$ cat config.mk
export PLATFORM = sky130hd
export DESIGN_NAME = div_unit
export DESIGN_NICKNAME = d
export VERILOG_FILES = /design/src/rtl/common_types_pkg.sv /design/src/rtl/div_restore_step.sv /design/src/rtl/div_unit.sv
export SDC_FILE = /design/constraint.sdc
export NUM_CORES = 1
export LEC_CHECK = 0
export ABC_CLOCK_PERIOD_IN_PS = 6410
export CORE_ASPECT_RATIO = 0.6
export CORE_UTILIZATION = 63
export CTS_CLUSTER_DIAMETER = 80
export CTS_CLUSTER_SIZE = 10
export DETAILED_ROUTE_END_ITERATION = 8
export PLACE_DENSITY = 0.94
export SYNTH_ARGS = -nofsm -noshare
export SYNTH_HDL_FRONTEND = slang
export SYNTH_SLANG_ARGS = --single-unit
$ cat constraint.sdc
create_clock -name clk -period 6.41 [get_ports clk]
set_input_delay 1.923 -clock clk [delete_from_list [all_inputs] [get_ports clk]]
set_output_delay 1.923 -clock clk [all_outputs]
set_load 0.05 [all_outputs]
$ cat src/rtl/common_types_pkg.sv
// Shared core types: word/register widths and the divider's operation and state encodings.
package common_types_pkg;

    localparam int unsigned WORD_W = 32;
    localparam int unsigned REG_W  = 5;

    typedef enum logic [1:0] {
        DIV_S = 2'd0,
        DIV_U = 2'd1,
        REM_S = 2'd2,
        REM_U = 2'd3
    } div_op_t;

    typedef enum logic [1:0] {
        DIV_IDLE = 2'd0,
        DIV_BUSY = 2'd1,
        DIV_FIX  = 2'd2,
        DIV_DONE = 2'd3
    } div_state_t;

    function automatic logic div_op_signed(input div_op_t op);
        return (op == DIV_S) || (op == REM_S);
    endfunction

    function automatic logic div_op_is_rem(input div_op_t op);
        return (op == REM_S) || (op == REM_U);
    endfunction

endpackage

$ cat src/rtl/div_restore_step.sv
// One radix-2 restoring division step on the {rem, quo} pair; purely combinational.
module div_restore_step
    import common_types_pkg::*;
#(
    parameter int unsigned WORD_W = 32
) (
    input  logic [WORD_W-1:0] rem_i,
    input  logic [WORD_W-1:0] quo_i,
    input  logic [WORD_W-1:0] divisor_i,
    output logic [WORD_W-1:0] rem_c_o,
    output logic [WORD_W-1:0] quo_c_o
);

    logic [WORD_W:0] rem_sh;
    logic [WORD_W:0] trial;

    // Shifted partial remainder is always below 2*divisor, so W+1 bits hold the trial sign.
    always_comb begin
        rem_sh = {rem_i, quo_i[WORD_W-1]};
        trial  = rem_sh - {1'b0, divisor_i};
        if (!trial[WORD_W]) begin
            rem_c_o = trial[WORD_W-1:0];
            quo_c_o = {quo_i[WORD_W-2:0], 1'b1};
        end else begin
            rem_c_o = rem_sh[WORD_W-1:0];
            quo_c_o = {quo_i[WORD_W-2:0], 1'b0};
        end
    end

endmodule

$ cat src/rtl/div_unit.sv
// Iterative restoring divider for RV32M DIV/DIVU/REM/REMU in EXECUTE; drives div_ready to the hazard unit.
// Optional: DIV_FAST_SPECIAL_EN resolves divide-by-zero and signed overflow in a single cycle.
module div_unit
    import common_types_pkg::*;
#(
    parameter int unsigned WORD_W = 32
) (
    input  logic              clk,
    input  logic              rst,
    input  logic              div_en,
    input  div_op_t           div_op,
    input  logic [WORD_W-1:0] a,
    input  logic [WORD_W-1:0] b,
    input  logic              advance,
    input  logic              flush,
    output logic [WORD_W-1:0] result,
    output logic              div_ready,
    output logic              busy
);

    localparam int unsigned CNT_W = $clog2(WORD_W) + 1;

    div_state_t        state_q;
    div_op_t           op_q;
    logic [WORD_W-1:0] rem_q;
    logic [WORD_W-1:0] quo_q;
    logic [WORD_W-1:0] divisor_q;
    logic              sign_quo_q;
    logic              sign_rem_q;
    logic [CNT_W-1:0]  cnt_q;
    logic [WORD_W-1:0] result_q;
    logic              ready_q;
    logic              busy_q;

    logic              op_signed_c;
    logic [WORD_W-1:0] a_abs_c;
    logic [WORD_W-1:0] b_abs_c;
    logic              sign_quo_c;
    logic              sign_rem_c;
    logic              special_c;
    logic [WORD_W-1:0] special_res_c;
    logic [WORD_W-1:0] rem_d;
    logic [WORD_W-1:0] quo_d;
    logic [WORD_W-1:0] quo_fix_c;
    logic [WORD_W-1:0] rem_fix_c;

    // Operand conditioning at start: magnitudes and result signs for signed ops.
    always_comb begin
        op_signed_c = div_op_signed(div_op);
        a_abs_c     = a;
        b_abs_c     = b;
        if (op_signed_c && a[WORD_W-1]) begin
            a_abs_c = -a;
        end
        if (op_signed_c && b[WORD_W-1]) begin
            b_abs_c = -b;
        end
        sign_quo_c = op_signed_c & (a[WORD_W-1] ^ b[WORD_W-1]);
        sign_rem_c = op_signed_c & a[WORD_W-1];
    end

`ifdef DIV_FAST_SPECIAL_EN
    localparam logic [WORD_W-1:0] MIN_NEG = {1'b1, {(WORD_W-1){1'b0}}};

    // Architectural results for the two cases the iteration would otherwise grind through.
    always_comb begin
        special_c     = 1'b0;
        special_res_c = '0;
        if (b == '0) begin
            special_c     = 1'b1;
            special_res_c = div_op_is_rem(div_op) ? a : '1;
        end else if (op_signed_c && (a == MIN_NEG) && (b == '1)) begin
            special_c     = 1'b1;
            special_res_c = div_op_is_rem(div_op) ? '0 : MIN_NEG;
        end
    end
`else
    assign special_c     = 1'b0;
    assign special_res_c = '0;
`endif

    div_restore_step #(
        .WORD_W (WORD_W)
    ) u_step (
        .rem_i     (rem_q),
        .quo_i     (quo_q),
        .divisor_i (divisor_q),
        .rem_c_o   (rem_d),
        .quo_c_o   (quo_d)
    );

    // Sign fix-up; a zero divisor keeps the all-ones quotient unsigned.
    always_comb begin
        quo_fix_c = quo_q;
        rem_fix_c = rem_q;
        if (sign_quo_q && (divisor_q != '0)) begin
            quo_fix_c = -quo_q;
        end
        if (sign_rem_q) begin
            rem_fix_c = -rem_q;
        end
    end

    always_ff @(posedge clk) begin
        if (rst) begin
            state_q    <= DIV_IDLE;
            op_q       <= DIV_U;
            rem_q      <= '0;
            quo_q      <= '0;
            divisor_q  <= '0;
            sign_quo_q <= 1'b0;
            sign_rem_q <= 1'b0;
            cnt_q      <= '0;
            result_q   <= '0;
            ready_q    <= 1'b0;
            busy_q     <= 1'b0;
        end else if (flush) begin
            state_q <= DIV_IDLE;
            ready_q <= 1'b0;
            busy_q  <= 1'b0;
        end else begin
            unique case (state_q)
                DIV_IDLE: begin
                    if (div_en) begin
                        op_q       <= div_op;
                        quo_q      <= a_abs_c;
                        divisor_q  <= b_abs_c;
                        sign_quo_q <= sign_quo_c;
                        sign_rem_q <= sign_rem_c;
                        rem_q      <= '0;
                        cnt_q      <= CNT_W'(WORD_W);
                        if (special_c) begin
                            result_q <= special_res_c;
                            ready_q  <= 1'b1;
                            state_q  <= DIV_DONE;
                        end else begin
                            busy_q  <= 1'b1;
                            state_q <= DIV_BUSY;
                        end
                    end
                end
                DIV_BUSY: begin
                    rem_q <= rem_d;
                    quo_q <= quo_d;
                    cnt_q <= cnt_q - CNT_W'(1);
                    if (cnt_q == CNT_W'(1)) begin
                        state_q <= DIV_FIX;
                    end
                end
                DIV_FIX: begin
                    result_q <= div_op_is_rem(op_q) ? rem_fix_c : quo_fix_c;
                    busy_q   <= 1'b0;
                    ready_q  <= 1'b1;
                    state_q  <= DIV_DONE;
                end
                DIV_DONE: begin
                    if (advance) begin
                        ready_q <= 1'b0;
                        state_q <= DIV_IDLE;
                    end
                end
                default: begin
                    state_q <= DIV_IDLE;
                    ready_q <= 1'b0;
                    busy_q  <= 1'b0;
                end
            endcase
        end
    end

    assign result    = result_q;
    assign div_ready = ready_q;
    assign busy      = busy_q;

endmodule
# After elaboration in Yosys (flattened, before gate mapping)
# Cells that the tools add are included.
[totals]
inputBits = 71
regBits = 142
word_cells = 70
output_inout_bits = 34
[classes]
eq_ne = 10
reduce_logical = 18
bitwise = 4
addsub = 6
muxes = 21
[op_table]
columns = ["operator", "count"]
rows = [
  ["two-way mux 32 bit", 8],
  ["negation 32 bit", 4],
  ["case mux 32 bit (2 select lines)", 2],
  ["subtractor 33 x 32 -> 33 bit", 1],
  ["nonzero test 32 bit", 1],
  ["case mux 6 bit (2 select lines)", 1],
  ["equality test 2 bit, second input constant", 5],
  ["AND reduction 3 bit", 3],
  ["case mux 2 bit (4 select lines)", 1],
  ["equality test 6 x 1 -> 1 bit, second input constant", 1],
  ["two-way mux 2 bit", 3],
  ["two-way mux 6 bit", 1],
  ["inequality test 2 bit, second input constant", 3],
  ["AND reduction 2 bit", 3],
  ["nonzero test 2 bit", 3],
  ["subtractor 6 x 1 -> 6 bit, second input constant", 1],
  ["zero test 2 bit", 2],
  ["case mux 1 bit (2 select lines)", 2],
  ["logical AND 1 bit", 3],
  ["two-way mux 1 bit", 3],
  ["AND 1 bit", 2],
  ["equality test 2 x 1 -> 1 bit, second input constant", 1],
  ["logical OR 1 bit", 2],
  ["OR reduction 2 bit", 1],
  ["other kinds (2)", 2],
]

# Longest topological paths before layout
# Gate-level depths: netlist (run 1).
[depth]
depth_word = 6
mapped_depth = 14
ltp_nobuf = 12

# Hierarchy
# Synthesis (run 1) repeated with hierarchy kept, for this count alone.
[unflattened]
hier_cells = 1383
hier_area_um2 = 10869.2
[by_module_without_submodules]
columns = ["mod", "instances", "cells_per_inst", "seq_area_each_um2", "area_each_um2"]
rows = [
  ["div_unit", 1, 1043, 2822.7, 8319.2],
  ["div_restore_step", 1, 340, 0.0, 2549.9],
]

# Worst setup path before layout (run 1)
# No wires, ideal clock.
[synth_path]
kind = "input to register"
startpoint = "input b[10]"
endpoint = "register divisor_q[28]"
required_time_ns = 6.324
path_slack_ns = 2.300
setup_ns = 0.086
arrival_time_ns = 4.025
stages = 8
path_buffers = 0
path_cell_list = "nor4_1 or3b_2 nor2_1 nand2_1 nor4_1 a31oi_1 xnor2_1 a211oi_1"
[synth_between]
elab_chain_cells = 2
[synth_lines]
columns = ["element", "line", "source"]
rows = [
  ["start, declared", "div_unit.sv:13", "input logic [WORD_W-1:0] b,"],
  ["negation 32 bit", "div_unit.sv:56", "b_abs_c = -b;"],
  ["two-way mux 32 bit", "div_unit.sv:55", "if (op_signed_c && b[WORD_W-1]) begin"],
  ["end signal, assigned", "div_unit.sv:127", "divisor_q <= b_abs_c;"],
  ["end, declared", "div_unit.sv:27", "logic [WORD_W-1:0] divisor_q;"],
]
# Every way passes these cells.
# A chain may end at the register's enable or synchronous reset.

# Final worst setup path (run 1)
[layout_path]
startpoint = "input b[8]"
endpoint = "register divisor_q[28]"
# The elaborated chain is that of the path after synthesis.

==> run summary, run 1 <==
Capturing element type of the critical path: a flip-flop. The number of antenna violations at the first check in global routing came out at 0. The tools report the clock latency reported for the late side of the worst-skew pair as 0.44 ns.

Length of the first detailed-routing pass in iterations: 8. The logs give 70 for the largest net degree at the start of global routing and 0 ns for the sum of negative setup slack. The post-synthesis sequential element count was 141.

Wires add up to 29.4 mm. The number of enable-type register cells in the synthesized netlist came out at 0. For the post-layout worst setup margin, the log shows 1.67 ns. The die is 167 um wide. Once the clock tree was built, the resizer swapped 0 gates to a different size.

Summed over all cells, the static leakage comes to 0.00435 uW. The antenna violation net count after detailed routing came out at 0. Highest fanout seen on the critical path: 6. Largest family of logic cells by synthesized area: compound AO/OA/AOI/OAI gates.

The largest voltage drop on the vdd net came out at 0.172 mV. For this run, the number of Yosys warnings is 0. The number of cells on the worst reg-to-reg path is 12. The tools report the data arrival time of the critical path as 5.09 ns. Multiplexer cells account for 3.31% of the synthesized area. The post-CTS setup buffer count was 0. Based on the critical path, the design can be clocked at up to 0.211 GHz.

Compared with the post-synthesis result, the final layout area differs by 16.2%. The top cell type by area accounts for 27.4% of the synthesized area. Clock-pin slew on the worst setup and hold paths: 0.06 ns. After global routing the overflow that remains totals 0.

The routed layout has 10,600 vias. The total CTS buffers was 17. The worst pin sits at a relative slew slack of 17.3%. The fraction of the mapped netlist area in compound gates came out at 25.2%.

The tree is rooted in a clkbuf_16. The clock arrives with 0.0126 ns of skew. Of the total synthesized cell area, the portion taken by AND, OR, NAND and NOR gates is 21.3%. The logic depth of the worst path, buffers included is 9. Layout filler cell count: 1,104. Leaving out fill and tap cells, the most frequent cell in the layout is nand2_1. The hold violation total from the final report is 0, and the total DRC errors in the routed layout is 0. For the combined global-route utilization of all metal layers, the log shows 35.6%.

The most used flip-flop cell after synthesis is dfxtp_1. 105 I/O pins were placed. Of all cell types, the one taking the most synthesized area is dfxtp_1.

The type of origin of the critical path is an input port. The tools report the critical path required time as 6.76 ns. Among all stages on the critical path, the largest delay is contributed by nor4_1. Type of the setup path with the least slack: input port to flip-flop. After detailed routing, the average wire length per cell comes to 17.7 um. For the number of nets in the layout, the log shows 1,556. The tool flagged a number of max-cap violations equal to 0. In the layout the commonest cells are nand2_1, dfxtp_1, a21oi_1.

Final hold slack: 0.451 ns. The critical path's top delay family is simple AND/OR/NAND/NOR gates. The tools report the post-place setup slack as 1.27 ns.

Counting instances, the worst hold path has a depth of 2. After Yosys synthesis, XOR and XNOR cells account for 12.2% of the synthesized area. In this run the worst hold path is classified as flip-flop to flip-flop.

The number of hold-repair buffers added at the cts stage came out at 0. The die is 101 um tall. Traced cell by cell, the critical path runs through clkdlybuf4s50_1, nor4_1, or3b_2, nor2_1, nand2_1, nor4_1, a31oi_1, xnor2_1, a211oi_1. In the post-synthesis netlist, the biggest area contributors are dfxtp_1, nand2_1, a21oi_1.

The run finished with clean final reports. The vias per cell came out at 6.42. After layout, the minimum clock period comes to 4.74 ns.

The logs give 10,300 um^2 for the total standard cell area after synthesis and 35 for the cell row count. TritonCTS built the clock tree. Synthesis handed over a netlist of 1,384 instances. Summing internal, switching and leakage power gives 2540 uW. After layout, the worst path uses 74.0% of the clock period. Setup repair after global routing left no endpoint under its margin. Routability-driven placement finished with a final weighted congestion of 0.937.

The share of the Yosys chip area taken by registers is 27.4%. Share of final-layout standard cells stronger than drive strength 1: 4.95%. The clock net in this run drives a total of 141 sinks. The number of global-route vias before repair is 9,634, and the total buffers and inverters traversed by the critical path is 1. Critical path's most frequent cell: nor4_1. The maximum single-stage delay on the critical path came out at 0.72 ns. Buffers placed on the I/O ports in this run total 104. The first routing iteration left 1,610 violations. Yosys mapped the design onto 70 distinct sky130hd cell types.

The number of H-tree levels is 4. After synthesis, the share of flip-flops with an asynchronous set or reset is 0%. The tools report the max-slew violation total from the final report as 0.

The wire-length estimate of the detail-placed layout is 21.3 mm. In this run the deepest clock path goes through 2 buffers. The number of antenna diodes in the final layout is 0. Synthesis produced a netlist with a net count of 1,498. In this run the standard cell core region covers 15,600 um^2. For this design the ratio of total power to cell area is 212 nW/um^2. The transition at the pin with the smallest max-transition slack was 1.24 ns. A synthesized cell averages 7.44 um^2. The first global-routing pass estimated 48.2 mm of wire. The synthesized netlist devotes 5.30% of its cell area to adder and majority cells. For the starting density of the core, the log shows 65.9%.

Cells fill 76.5% of the core in the end. Setup violations remaining at the end of the flow were counted as 0. The die covers 16,900 um^2.
==> per-stage QoR <==
step,instances,instance area [um^2]
6_report,1657,12000
5_1_grt,1657,12000
4_1_cts,1657,12000
3_5_place_dp,1626,11400
3_3_place_gp,1626,11400
2_1_floorplan,1384,10300
==> Yosys cell counts (14+ instances only) <==
master,n
mux2i_1,34
nand2b_1,22
nor2_1,109
o21ai_0,81
o211ai_1,39
clkbuf_1,64
nor4_1,17
o31ai_1,21
dfxtp_1,141
or3_1,14
a21oi_1,136
ha_1,42
xnor2_1,74
a211oi_1,31
o21ai_1,31
xor2_1,69
nand2_1,218
inv_1,56
nor3_1,20
==> worst paths after layout <==
check                  start             to  slack, ns
hold / removal    result[31]     result[31]       0.45
setup reg to reg    rem_q[0]       rem_q[9]       2.32
hold reg to reg   result[31]     result[31]       0.45
setup / recovery        b[8]  divisor_q[28]       1.67
==> layer usage <==
metal	vias up	wire (um)	track usage, %	part of all wire, %
met1	4957	13400	50.4	46
met5	-	0	0	0
met2	572	12700	54.7	43
met3	71	2750	6.71	9.4
li1	5036	-	-	-
met4	0	521	10.6	1.8
==> registers in the layout, summed over array words and instances (netlist names) <==
name and flops:
divisor_q 32, quo_q 32, rem_q 32, result 32, cnt_q 6, state_q 2, busy 1, div_ready 1
op_q 1, sign_quo_q 1, sign_rem_q 1
==> tightest hold or removal path, cell delays in order (launching register included) <==
cell,delay (ns)
dfxtp_1,0.31
nand2_1,0.05
a21oi_1,0.05
==> cell families after synthesis <==
logic type / Yosys count
buffers and inverters: 131
AND/OR/NAND/NOR: 475
XOR/XNOR: 143
flip-flops: 141
multiplexers: 34
adder cells (fa/ha/maj): 43
AO/OA/AOI/OAI: 417
==> area by class of cell <==
| cell class | instances | area (um^2) | share of cell area, % |
|---|---|---|---|
| clock buffers | 20 | 457 | 3.82 |
| multi-input cells | 1112 | 6960 | 58.2 |
| inverters | 56 | 210 | 1.76 |
| flip-flops and latches | 141 | 2820 | 23.6 |
| well taps | 203 | 254 | 2.12 |
| clock inverters | 11 | 141 | 1.18 |
| repair buffers | 114 | 1110 | 9.31 |
==> where the power goes <==
part	total (uW)	switching [uW]	internal, uW
combinational	544	320	224
clock	1030	401	628
sequential	963	50.2	913
total	2540	771	1770
Power figures use the tool's default switching activity.
==> inputs of run 2 (changes only) <==
--- a/config.mk
+++ b/config.mk
@@ -5,13 +5,13 @@
 export SDC_FILE = /design/constraint.sdc
 export NUM_CORES = 1
 export LEC_CHECK = 0
-export ABC_CLOCK_PERIOD_IN_PS = 6410
+export ABC_CLOCK_PERIOD_IN_PS = 3800
 export CORE_ASPECT_RATIO = 0.6
-export CORE_UTILIZATION = 63
+export CORE_UTILIZATION = 53
 export CTS_CLUSTER_DIAMETER = 80
 export CTS_CLUSTER_SIZE = 10
 export DETAILED_ROUTE_END_ITERATION = 8
-export PLACE_DENSITY = 0.94
+export PLACE_DENSITY = 0.85
 export SYNTH_ARGS = -nofsm -noshare
 export SYNTH_HDL_FRONTEND = slang
 export SYNTH_SLANG_ARGS = --single-unit
==> constraint.sdc (replaced) <==
create_clock -name clk -period 3.8 [get_ports clk]
set_input_delay 1.14 -clock clk [delete_from_list [all_inputs] [get_ports clk]]
set_output_delay 1.14 -clock clk [all_outputs]
set_load 0.05 [all_outputs]
==> run summary, run 2 (same netlist as run 1, synthesis figures left out) <==
The number of placed instances, taps included, is 1,698. STA puts the critical path data arrival time at 4.03 ns. In this run the count of I/O pins placed on the die edge is 105. The number of antenna violations at the first check in global routing came out at 0.

At the end of routability-driven placement, the weighted congestion stood at 0.928. The worst setup path is launched from a flip-flop. The initial utilization of the core area, before any placement, comes to 54.1%. Once placement finished, the instance area stood at 11,600 um^2.

In the final layout, the multi-input gates occupy 6970 um^2. Timing analysis after detailed placement gives a worst setup slack of -0.104 ns. Port buffering added 104 buffers.

Wires add up to 29.6 mm. The first global-routing pass estimated 47.1 mm of wire. The worst-case clock buffer depth was 2. Dividing the detail-routed wire length by the instance count gives 17.1 um. The tools report the total CTS buffers as 17.

The standard cell core area is 19,000 um^2, and the setup-violating endpoint count in the final report is 0. The number of standard cells in the layout, taps in and fillers out was 1,737; the final hold slack was 0.451 ns. The die covers 20,000 um^2. The share of final-layout standard cells stronger than drive strength 1 is 7.38%. The logs give 1310 uW for the net switching power and 0 for the count of maximum capacitance violations. The area growth from synthesis to layout is 20.4%. The floorplan step set the die height to 110 um. The minimum period implied by the final worst setup slack is 3.73 ns. Clock tree synthesis selected as its root buffer the cell clkbuf_16. CTS built an H-tree with a depth of 4.

Clock-pin slew was measured on the worst setup and hold paths at 0.06 ns. The detail route stage leaves a number of antenna-violating nets equal to 0. The share of the clock period used by the worst path after layout works out to 98.1%.

The worst register-to-register path begins at quo_q[31]. Internal power comes to 3090 uW. The combined global-route utilization of all metal layers is 29.2%. The critical path ends at rem_q[24].

The largest net degree at the start of global routing is 66. Timing would allow up to 0.268 GHz. Leading cell type in the layout, fill and taps excluded: nand2_1. The worst setup path is captured at a flip-flop. Registers are responsible for 36.9% of the overall power. Measured on the finished design, the core utilization comes to 65.1%.

Summed over all layers, the global routing overflow is 0. For this run, design rule violations remaining after detail routing come to 0. The number of antenna diodes in the final layout is 0. The logs give 0.00884 ns for the setup skew after layout and 21.7% for the relative max-transition margin. Using the TritonRoute via totals, the vias-per-cell ratio works out to 6.12. The largest voltage drop on the vdd net came out at 0.301 mV. The max-slew violation total from the final report is 0. Measured in cells, the most critical reg-to-reg path has a length of 14. The post-layout worst setup margin was 0.0738 ns. Registers take 2820 um^2.

The clock reaches the later pin of the worst-skew pair after 0.43 ns. After the first detailed-routing iteration, the DRC count stood at 1,131. The origin of the worst setup path is quo_q[31].

The proportion of total power due to net switching came out at 29.8%. The critical path in this run is classified as flip-flop to flip-flop. The endpoint identified for the worst register-to-register timing path is rem_q[24].

The logs give 0 for the hold violation total from the final report and 1,576 for the layout filler cell count. The library cells used most frequently in the layout, excluding fill and tap cells, are nand2_1, dfxtp_1, a21oi_1. The tightest min-delay check is of the flip-flop to flip-flop type.

The placed wire-length estimate after detailed placement is 21.2 mm, and the critical path required time is 4.10 ns. The width of the die was 182 um; the leakage power summed over all cells was 0.00456 uW. The length of the first detailed-routing pass in iterations was 8.

The cell row count is 39, and the transition at the pin with the smallest max-transition slack is 1.17 ns. Of the total power, the clock network draws 41.7%. TritonCTS built the clock tree. Of the total power, combinational logic draws 21.4%.

The finished cells cover 12,400 um^2. In this run the worst path has a maximum fanout of 9. The setup check on the worst reg-to-reg path leaves a slack of 0.07 ns.

The number of nets in the layout is 1,592, and the number of global-route vias before repair is 9,428. The power density normalized to cell area came out at 355 nW/um^2. The flow ran to the end, and the final reports show no timing, DRC or antenna violations.

For this design, the sink count on the clock tree is 141. The routed layout has 10,600 vias.
-- run 2: layer usage --
layer | global-route usage [%] | up-vias | routed length (um)
met5 | 0 | - | 0
met4 | 9.06 | 0 | 580
met3 | 6.29 | 62 | 2560
met2 | 43.5 | 470 | 12500
met1 | 41.8 | 4989 | 14000
li1 | - | 5107 | -
-- run 2: layout make-up --
class | count | area share [%]
multi-input cells | 1112 | 56.2
flip-flops and latches | 141 | 22.8
repair buffers | 150 | 11.7
clock buffers | 21 | 3.80
well taps | 246 | 2.48
inverters | 56 | 1.70
clock inverters | 11 | 1.32
-- run 2: critical path, stage by stage (launching register included) --
cell and delay, ns:
dfxtp_1 0.36, inv_1 0.07, ha_1 0.23, fa_1 0.41, nand2b_4 0.18, a21oi_2 0.20, o2111a_1 0.25, a311oi_1 0.18
o41a_1 0.46, o31a_1 0.37, o211ai_4 0.24, buf_12 0.17, clkbuf_16 0.18, mux2i_1 0.21, o21ai_1 0.09
-- run 2: worst min-delay path by stage --
stage | startpoint | end | slack [ns] | cells past startpoint
CTS | result[11] | result[11] | 0.45 | 2
floorplan | divisor_q[30] | divisor_q[30] | 0.45 | 2
finish | result[31] | result[31] | 0.45 | 2
global placement | result[9] | result[9] | 0.44 | 2
detailed placement | result[11] | result[11] | 0.45 | 2
global route | result[9] | result[9] | 0.47 | 2
-- run 2: power by group through the flow --
stage | combinational [uW] | clock [uW] | sequential (uW)
6_report | 941 | 1830 | 1620
5_1_grt | 1030 | 1900 | 1630
4_1_cts | 905 | 1840 | 1620
3_5_place_dp | 894 | 0 | 1650
3_3_place_gp | 870 | 0 | 1650
2_1_floorplan | 635 | 0 | 1630
-- run 2: what timing repair did --
item | in CTS | in global routing
setup buffers | 0 | 3
resized for setup | 0 | 2
endpoints found under the setup margin | 0 | 32
hold buffers | 0 | 0
-- run 2: per-stage QoR --
stage                     total power (uW)  setup TNS, ns
final                                 4400              0
after global routing                  4560        -0.0433
after CTS                             4360              0
after detailed placement              2550         -0.104
after global placement                2520        -0.0599
after floorplan                       2260              0
==> inputs of run 3 (changes only) <==
--- a/config.mk
+++ b/config.mk
@@ -5,9 +5,11 @@
 export SDC_FILE = /design/constraint.sdc
 export NUM_CORES = 1
 export LEC_CHECK = 0
-export ABC_CLOCK_PERIOD_IN_PS = 3800
+export ABC_CLOCK_PERIOD_IN_PS = 3000
+export CELL_PAD_IN_SITES_DETAIL_PLACEMENT = 1
+export CELL_PAD_IN_SITES_GLOBAL_PLACEMENT = 1
 export CORE_ASPECT_RATIO = 0.6
-export CORE_UTILIZATION = 53
+export CORE_UTILIZATION = 39
 export CTS_CLUSTER_DIAMETER = 80
 export CTS_CLUSTER_SIZE = 10
 export DETAILED_ROUTE_END_ITERATION = 8
==> constraint.sdc (replaced) <==
create_clock -name clk -period 3 [get_ports clk]
set_input_delay 0.9 -clock clk [delete_from_list [all_inputs] [get_ports clk]]
set_output_delay 0.9 -clock clk [all_outputs]
set_load 0.05 [all_outputs]
==> run summary, run 3 (same netlist as run 1, synthesis figures left out) <==
The worst setup path is captured at a flip-flop. The number of input and output port buffers inserted is 104. Source of the worst register-to-register timing path: divisor_q[17].

The sum of negative setup slack was -16.66 ns; the number of nets in the layout was 1,743. Between clock sinks in the finished design, the worst skew comes to 0.0174 ns. The die covers 27,100 um^2. The transition at the pin with the smallest max-transition slack is 1.13 ns. For this block, the initial DRC count from the detailed router was 1,236. Detailed placement finished with a half-perimeter wire length of 28.7 mm. The width of the die is 212 um, and the critical path required time is 3.32 ns. The total CTS buffers is 17. For the cell count after placement, the log shows 1,941. The logs give -0.722 ns for the post-place setup slack and 0.00540 uW for the leakage power summed over all cells. The run finished, with violations left. CTS saw 141 sinks. The first detailed-routing pass took 7 iterations. Excluding fillers, the count of instances in the completed layout stands at 1,992.

Across every metal layer, demand over resource in global routing totals 30.8%. The worst hold path passes through 2 cells. In this run the number of H-tree levels came out at 4. The overall overflow remaining after global route came out at 0. Dividing the detail-routed wire length by the instance count gives 22.2 um. The type of origin of the critical path is a flip-flop. The largest voltage drop on the vdd net is 0.234 mV. In this run the vertical extent of the chip is 128 um.

The tools report the final core utilization as 54.4%. The worst min-delay path category was flip-flop to flip-flop. The filler cells instantiated in the layout total 3,141.

TritonCTS built the clock tree. The final reports fail on negative setup slack. During I/O placement, the number of pins put on the boundary was 105. For the worst flop-to-flop path, the logic depth is 14. From synthesis to final layout, the design area changed by 35.4%. For hold timing, the worst endpoint is result[14]. The number of diodes came out at 0.

The region available for standard cell placement spans 25,600 um^2. The number of antenna violations at the first check in global routing is 1, and the share of the clock period used by the worst path after layout is 120%. Cells with a size suffix above 1 make up 18.0% of the layout. Dividing total power by cell area gives a power density of 417 nW/um^2.

Setup repair after global routing could not meet its margin everywhere. The relative max-transition margin was 24.9%. The setup-violating endpoint count in the final report is 33.

The number of global-route vias before repair is 12,100, and the post-layout worst setup margin is -0.593 ns. In this run the remaining antenna-violating nets after routing total 0. The setup path with the least slack is of type flip-flop to flip-flop. For this run, design rule violations remaining after detail routing come to 0. Leaving out fill and tap cells, the most frequent cells in the layout are nand2_1, buf_4, dfxtp_1. The run gives 40.2% as the starting density of the core. The total detailed-routing wirelength is 44.3 mm, and the max-slew violation total from the final report is 0. Entering global routing, the biggest net connects 63 pins. The tools report the startpoint of the worst hold path as result[14].

The design draws 5810 uW. The cell row count is 45. Clock-pin slew was measured on the worst setup and hold paths at 0.07 ns. The minimum period implied by the final worst setup slack is 3.59 ns, and the highest fanout seen on the critical path is 6. The tools report the data arrival time of the critical path as 3.91 ns.

Clock latency on the worst-skew pair, taken at its later pin, is 0.45 ns. The count of maximum capacitance violations is 0. The longest clock path from root to sink contains 2 buffers. Summing over every cut layer, the via total after detailed routing is 11,900. Across all register-to-register paths, the minimum setup slack is -0.59 ns.

After detailed routing, the number of vias per cell comes to 5.98. The timing-limited maximum frequency is 0.278 GHz. The tools report the CTS root buffer as clkbuf_16. The library cell used most frequently in the layout, excluding fill and tap cells, is nand2_1.

The hold violation total from the final report is 0. The first global-routing pass estimated 65.8 mm of wire. In this run the critical register-to-register path is captured at rem_q[24]. The global placer's final weighted congestion came out at 0.911.
run 3: cell types whose count changed in the layout (fill, tap and decap cells not counted), sizes merged:
cell           previous run  this run
clkinv                    5         7
clkdlybuf4s50           103       100
dlymetal6s2s              0         2
clkbuf                   23        18
buf                      45       198
bufinv                    4         3
dlygate4sd2               0         1
run 3: through the flow:
step                area [um^2]  hold WS (ns)
floorplan                 10300         0.445
global placement          12900         0.444
detailed placement        12900         0.451
CTS                       13800         0.459
global route              13900         0.474
finish                    13900         0.456
run 3: worst max path at each step:
| stage | startpoint | endpoint |
|---|---|---|
| 3_5_place_dp | b[10] | divisor_q[29] |
| 2_1_floorplan | quo_q[31] | rem_q[29] |
| 3_3_place_gp | b[10] | divisor_q[29] |
| 4_1_cts | quo_q[31] | rem_q[16] |
| 5_1_grt | divisor_q[17] | rem_q[24] |
| 6_report | divisor_q[17] | rem_q[24] |
run 3: area by class of cell:
class	instances	area (um^2)	share of cell area, %
multi-input combinational	1112	7220	51.8
sequential	141	2830	20.3
timing repair buffer	301	2650	19.0
tap	352	440	3.16
clock buffer	18	439	3.15
inverter	56	210	1.51
clock inverter	12	148	1.06
run 3: timing repair:
item                                    CTS  global route
setup buffers                            18             4
hold buffers                              0             0
endpoints found under the hold margin     0             0
pin swaps                                17            16
resized for setup                        31            29
endpoints found under the setup margin   41            50
cloned                                    2             0
run 3: report_power, final:
part | leakage [uW] | total, uW | internal [uW] | switching [uW]
registers | 0.00115 | 2050 | 1950 | 102
logic | 0.00397 | 1530 | 655 | 879
clock network | 0.000287 | 2230 | 1310 | 914
run 3: metal layers:
layer	global-route usage (%)	share of wire, %	up-vias
met5	0	0.023	-
met4	9.68	4.1	2
met3	5.61	6.2	155
met2	50.1	45	495
met1	41.3	44	5874
li1	-	-	5391
run 3: critical path, stage by stage, from the launching register on:
cell      delay [ns]
dfxtp_1         0.35
inv_1           0.06
ha_1            0.41
a21oi_1         0.60
o21ai_0         0.35
a211oi_1        0.31
o41a_1          0.31
o311ai_1        0.12
buf_4           0.16
o211ai_4        0.07
buf_12          0.16
buf_6           0.11
buf_6           0.12
mux2i_1         0.20
o21ai_1         0.11
